## config.mk

```make
export PLATFORM = sky130hd
export DESIGN_NAME = regfile_2r1w_flat
export DESIGN_NICKNAME = d
export VERILOG_FILES = /design/src/rtl/regfile_2r1w_if.sv /design/src/rtl/regfile_2r1w.sv /design/src/flat_wrapper.sv
export SDC_FILE = /design/constraint.sdc
export NUM_CORES = 1
export LEC_CHECK = 0
export ABC_AREA = 1
export CAP_MARGIN = 20
export CORE_MARGIN = 8
export CORE_UTILIZATION = 32
export DETAILED_ROUTE_END_ITERATION = 10
export DONT_BUFFER_PORTS = 1
export GPL_TIMING_DRIVEN = 0
export SETUP_SLACK_MARGIN = 0.1
export SYNTH_ARGS = -nofsm -noshare
export SYNTH_HDL_FRONTEND = slang
export SYNTH_SLANG_ARGS = --single-unit
```

## constraint.sdc

```tcl
create_clock -name clk -period 49.2 [get_ports clk]
set_input_delay 9.84 -clock clk [delete_from_list [all_inputs] [get_ports clk]]
set_output_delay 9.84 -clock clk [all_outputs]
set_load 0.05 [all_outputs]
```

## src/rtl/regfile_2r1w_if.sv

```systemverilog
// Bus interface for the 2-read / 1-write register file.
// The master drives the write port and both read requests; the slave
// returns the two registered read results.
interface regfile_2r1w_if #(
  parameter int WIDTH = 32,
  parameter int AW    = 4
);
  logic             wen;
  logic [AW-1:0]    waddr;
  logic [WIDTH-1:0] wdata;
  logic             rena;
  logic [AW-1:0]    addra;
  logic [WIDTH-1:0] douta;
  logic             renb;
  logic [AW-1:0]    addrb;
  logic [WIDTH-1:0] doutb;

  modport master (
    output wen, waddr, wdata, rena, addra, renb, addrb,
    input  douta, doutb
  );

  modport slave (
    input  wen, waddr, wdata, rena, addra, renb, addrb,
    output douta, doutb
  );
endinterface

```

## src/rtl/regfile_2r1w.sv

```systemverilog
// CPU register file: 2**AW registers of WIDTH bits, one write port and two
// independent read ports with one cycle of latency. A write landing in the
// same cycle as a read of the same address is forwarded to that reader.
// With ZERO0=1, register 0 reads as zero and ignores writes.
// The interface instance must be built with the same WIDTH and AW.
module regfile_2r1w #(
  parameter int WIDTH = 32,
  parameter int AW    = 4,
  parameter bit ZERO0 = 1'b0
) (
  input  logic          clk,
  input  logic          reset,
  regfile_2r1w_if.slave bus
);

  localparam int NREG = 2 ** AW;

  logic [WIDTH-1:0] regs [NREG];
  logic             write_ok;
  logic [WIDTH-1:0] value_a;
  logic [WIDTH-1:0] value_b;

  // A write to register 0 is dropped when it is hardwired to zero.
  assign write_ok = bus.wen && !(ZERO0 && (bus.waddr == '0));

  // Resolve the value each read port will capture: zero register first,
  // then the same-cycle write (bypass), otherwise the stored content.
  always_comb begin
    // NOTE: every variable gets a default at the top of the block so no
    // path leaves it unassigned, which would otherwise infer a latch.
    value_a = regs[bus.addra];
    value_b = regs[bus.addrb];
    if (bus.wen && (bus.waddr == bus.addra)) value_a = bus.wdata;
    if (bus.wen && (bus.waddr == bus.addrb)) value_b = bus.wdata;
    if (ZERO0 && (bus.addra == '0)) value_a = '0;
    if (ZERO0 && (bus.addrb == '0)) value_b = '0;
  end

  // Register array: cleared by reset, updated by the single write port.
  always_ff @(posedge clk or posedge reset) begin
    if (reset) begin
      // NOTE: the storage array is reset as well so no register can ever
      // return X; this keeps it in flops rather than a RAM macro.
      for (int i = 0; i < NREG; i++) regs[i] <= '0;
    end else if (write_ok) begin
      // NOTE: non-blocking assignment so every flop samples pre-edge values.
      regs[bus.waddr] <= bus.wdata;
    end
  end

  // Read port A output register; holds its value while rena is low.
  always_ff @(posedge clk or posedge reset) begin
    if (reset)         bus.douta <= '0;
    else if (bus.rena) bus.douta <= value_a;
  end

  // Read port B output register; holds its value while renb is low.
  always_ff @(posedge clk or posedge reset) begin
    if (reset)         bus.doutb <= '0;
    else if (bus.renb) bus.doutb <= value_b;
  end

endmodule
```

## src/flat_wrapper.sv

```systemverilog
// flat-port wrapper written by rule: the top's interface ports become plain ports
module regfile_2r1w_flat 
#(
  parameter int WIDTH = 32,
  parameter int AW    = 4,
  parameter bit ZERO0 = 1'b0
)
  (clk, reset, bus_wen, bus_waddr, bus_wdata, bus_rena, bus_addra, bus_renb, bus_addrb, bus_douta, bus_doutb);
  regfile_2r1w_if #(.WIDTH(WIDTH), .AW(AW)) bus_i ();
  input  logic clk;
  input  logic reset;
  input wire logic [$bits(bus_i.wen)-1:0] bus_wen;
  input wire logic [$bits(bus_i.waddr)-1:0] bus_waddr;
  input wire logic [$bits(bus_i.wdata)-1:0] bus_wdata;
  input wire logic [$bits(bus_i.rena)-1:0] bus_rena;
  input wire logic [$bits(bus_i.addra)-1:0] bus_addra;
  input wire logic [$bits(bus_i.renb)-1:0] bus_renb;
  input wire logic [$bits(bus_i.addrb)-1:0] bus_addrb;
  output wire logic [$bits(bus_i.douta)-1:0] bus_douta;
  output wire logic [$bits(bus_i.doutb)-1:0] bus_doutb;
  assign bus_i.wen = bus_wen;
  assign bus_i.waddr = bus_waddr;
  assign bus_i.wdata = bus_wdata;
  assign bus_i.rena = bus_rena;
  assign bus_i.addra = bus_addra;
  assign bus_i.renb = bus_renb;
  assign bus_i.addrb = bus_addrb;
  assign bus_douta = bus_i.douta;
  assign bus_doutb = bus_i.doutb;
  regfile_2r1w #(.WIDTH(WIDTH), .AW(AW), .ZERO0(ZERO0)) u_core (.clk(clk), .reset(reset), .bus(bus_i));
endmodule
```

======== Word-level counts from Yosys, hierarchy flattened ========
Index checks and enable logic that the tools add are counted.
word-level totals
  logic and storage cells ................. 41
  output and inout bits ................... 64
  input bits .............................. 49
  register bits ........................... 576
cells by class
  muxes and demuxes ....................... 11
  bitwise logic cells ..................... 3
  $lt $le $gt $ge ......................... 4
  equality and inequality tests ........... 2
  reductions and logical operators ........ 3
operators by type and width
  operator                                             number
  bitwise mux 512 bit                                  1
  binary-select mux 32 bit (select 4 bit)              2
  2-to-1 mux 32 bit                                    7
  demux 32 bit (select 4 bit)                          1
  >= comparator 5 bit (second input constant)          3
  NOT 4 -> 5 bit                                       3
  equality test 4 bit                                  2
  < comparator 5 x 1 -> 1 bit (second input constant)  1
  logical AND 1 bit                                    3

======== Depth between registers and ports, before layout ========
  depth after elaboration ................. 6
  mapped depth ............................ 11
  depth with buffers taken out ............ 9

======== Worst setup path after synthesis ========
OpenSTA, ideal clock, no wires.
  kind .................................... input to register
  start point ............................. input port bus_wen
  end point ............................... register u_core.bus.douta[0]
  path buffers ............................ 2
  slack ................................... 38197 ps
  setup time .............................. 118 ps
  stages .................................. 11
  required time ........................... 49082 ps
  arrival ................................. 10886 ps
  cells stage by stage .................... buf_2 inv_2 a21oi_1 nand2_1 nor2_4 buf_2 nand3_1 nand2_1 inv_1 nand2_1 nand2_1
between the ends
  longest elaborated chain between the ends .. 2
RTL lines
  what                  line                   text
  from (decl)           flat_wrapper.sv:12     input wire logic [$bits(bus_i.wen)-1:0] bus_wen;
  logical AND 1 bit     regfile_2r1w.sv:33     if (bus.wen && (bus.waddr == bus.addra)) value_a = bus.wdata;
  2-to-1 mux 32 bit     regfile_2r1w.sv:33
  to (signal assigned)  regfile_2r1w.sv:54     else if (bus.rena) bus.douta <= value_a;
  to (decl)             regfile_2r1w_if.sv:25  output douta, doutb
Every way passes these cells.
A chain may end at the register's enable or synchronous reset.

======== Final worst setup path ========
  start point ............................. input port bus_addra[3]
  end point ............................... register u_core.bus.douta[30]
between the ends
  longest elaborated chain between the ends .. 5
  elaborated cells on any way between the ends .. 7
  those cells by class .................... eq/ne (1); mux (4); bitwise (1); reduce/logical (1)
RTL lines
  what                                                   line                text
  from (decl)                                            flat_wrapper.sv:16  input wire logic [$bits(bus_i.addra)-1:0] bus_addra;
  NOT 4 -> 5 bit (implied by the code)                   regfile_2r1w.sv:31  value_a = regs[bus.addra];
  binary-select mux 32 bit (select 4 bit)                regfile_2r1w.sv:31
  2-to-1 mux 32 bit (implied by the code) (2 in series)  regfile_2r1w.sv:31
  2-to-1 mux 32 bit *                                    regfile_2r1w.sv:33
Mark *: on every way between the ends. The rest lies on a longest branch, timed or not. The select of a mux whose other input is x is not followed.

==> results.yml <==
critical_path:
  endpoint_kind: "flop"
  cp-start-kind: "input port"
  path_cells: "clkbuf_1 -> clkbuf_1 -> nand3_1 -> nand3_1 -> nand3_1 -> nand2_1 -> nand2_1"
  crit_required_ps: 49760
  slowest_delay_ps: 1020
  cpMostUsedCell: "nand3_1"
  arrival_ps: 12530
  cp_slowest_cell: "clkbuf_1"
  path_class: "in -> reg"
  critPathMaxFanout: 11
clock_network:
  cts_hold_buffers: 0
  clk_pin_slew_worst_paths_ps: 60
  cts.sinks: 576
  cts_tree: "yes"
  numCtsBuffers: 60
  clock-root-buffer: "clkbuf_16"
  postCtsSetupBuffers: 0
  h-tree-depth: 2
  cts_resized: 0
  clk-insertion-delay-late_ps: 680
  cts_buffer_depth: 3
outcome:
  status: "completed"
global_route:
  grt_max_degree: 126
  grt_overflow_total: 0
  antenna_found_initial: 8
  grt_pass1_vias: 32700
  grt_use_total_pct: 26.0
  grt_pass1_wl_microns: 219000
floorplanning:
  rows: 117
  die-area_sq_um: 113000
  die_height_microns: 336
  start_util_pct: 32.3
  core-area_sq_um: 102000
  die_w_microns: 336
  io_pins: 113
power:
  p_per_area_nw_per_um2: 41.1
  peakVddDrop_mv: 0.0299
  cellLeakagePower_nw: 19.0
worst_hold_path:
  min_path_type: "reg -> reg"
synthesis:
  ys.flop_type: "dfrtp_1"
  synth_edf_count: 0
  postSynthCellCount: 4911
  ys.warnings.count: 0
  syn_area_per_cell_sq_um: 6.68
  synth.yosys.seq_area_share_pct: 43.9
  async_flop_share_pct: 100
  yosysMostFrequentCell: "nand2_1"
  ys_top_cells_by_count: "nand2_1, nand3_1, inv_1"
  synth.distinct_cells: 21
  syn_area_sq_um: 32800
  yosys.area.top_type: "dfrtp_1"
  synth_top_cell_area_share_pct: 43.9
  ys_ff_latch: 576
  ys_top_cells_by_area: "dfrtp_1, nand2_1, nand3_1, o21ai_0, inv_1"
  synth_fp_nets: 4960
placed_design:
  io_buffers: 0
  postPlaceCellArea_sq_um: 34700
  hpwl_microns: 111000
  place_congestion: 1.02
timing:
  finalSetupViolCount: 0
  fmax_mhz: 83.5
  rsz0062_at_grt: "false"
  worst_pin_slew_ps: 1290
  hold_viol_final: 0
  maxSlewHeadroom_pct: 14.0
  period_share_pct: 24.3
  finalMaxSlewViolations: 0
  setup_tns_ps: 0
  fin_crit_ps: 11980
  finClkSkew_ps: 33.9
final_layout:
  nNetsFinal: 5028
  areaGrowthSynthToFinish_pct: 12.5
  stdcell_area_sq_um: 36900
  multi_input_area_sq_um: 14700
  drive_gt1_share_pct: 4.69
  nFillCells: 11000
  regArea_sq_um: 14400
detailed_routing:
  wl_microns: 152000
  drc: 0
  drt-initial-drc-count: 5019
  ant_nets: 0
  routed_via_density: 5.45
  drtPass1Iterations: 8
  vias: 34900
  wl_per_cell_microns: 23.8
flow_run:
  max_cap_violations: 0
-- placed cells by master, fill, tap and decap left out, types with 57 or more instances in the layout --
| cell | count |
|---|---|
| nand2_1 | 1772 |
| nand3_1 | 994 |
| inv_1 | 589 |
| dfrtp_1 | 576 |
| o21ai_0 | 499 |
| clkbuf_1 | 219 |
| buf_2 | 101 |
| nor2_1 | 69 |
| clkbuf_16 | 62 |
| buf_1 | 57 |
-- area by class of cell --
cell class | count | share of cell area, %
buffer | 368 | 4.09
clock inverter | 29 | 1.24
timing repair buffer | 6 | 0.403
inverter | 595 | 6.07
antenna | 6 | 0.0407
sequential | 576 | 39.0
multi-input combinational | 3372 | 39.7
clock buffer | 84 | 4.75
tap | 1368 | 4.64
-- power breakdown --
part	internal, mW	total (mW)	switching (mW)
Sequential	0.567	0.649	0.0825
Clock	0.306	0.522	0.215
Combinational	0.105	0.348	0.242
Total	0.979	1.52	0.540
-- path summary, 6_finish.rpt --
| path | startpoint | end | slack [ps] | cells past startpoint |
|---|---|---|---|---|
| setup / recovery | bus_addra[3] | u_core.bus.douta[30]$_DFFE_PP0P_ | 37220 | 7 |
| hold / removal | u_core.regs[356]$_DFFE_PP0P_ | u_core.regs[356]$_DFFE_PP0P_ | 480 | 2 |
| setup reg to reg | u_core.regs[202]$_DFFE_PP0P_ | u_core.bus.doutb[10]$_DFFE_PP0P_ | 47620 | 8 |
| hold reg to reg | u_core.regs[356]$_DFFE_PP0P_ | u_core.regs[356]$_DFFE_PP0P_ | 480 | 2 |
| max in group asynchronous | reset | u_core.regs[360]$_DFFE_PP0P_ | 38150 | 4 |
| min in group asynchronous | reset | u_core.regs[249]$_DFFE_PP0P_ | 9040 | 1 |
-- stage by stage --
step	power, mW	utilization, %	hold slack, ps	setup slack, ps	cells
floorplan	0.878	-	453	23250	4911
CTS	1.51	36.3	488	37550	6397
finish	1.52	36.3	482	37220	6404
detailed placement	0.990	34.1	472	36880	6284
global placement	0.982	33.9	466	16300	6279
global route	1.59	36.3	494	37370	6398
-- cell families (layout without fill, tap and decap cells) --
logic type / after synthesis / count (layout) / share of synthesized area (%)
buf+inv: 963 / 1082 / 11.4
other cells: 0 / 6 / 0
simple gates: 2854 / 2854 / 36.7
flops: 576 / 576 / 43.9
xor+xnor: 4 / 4 / 0.107
compound gates: 514 / 514 / 7.84
-- per-layer routing --
layer / wire length (microns) / vias up / global-route usage, % / part of all wire, %
li1: - / 15600 / - / -
met1: 58000 / 16500 / 32.9 / 38
met2: 64700 / 2336 / 39.3 / 42
met3: 19500 / 555 / 7.65 / 13
met4: 10200 / 6 / 15.0 / 6.7
met5: 32 / - / 0 / 0.021
-- worst max-delay path, delay by kind of cell --
family	cells	cell delay (ps)
buffers and inverters	2	1840
and+or+nand+nor	5	840
-- state kept, by name, summed over array words and instances (netlist names) --
signal,count
u_core.bus.douta,32
u_core.bus.doutb,32
u_core.regs,512
(Power assumes the default switching activity.)
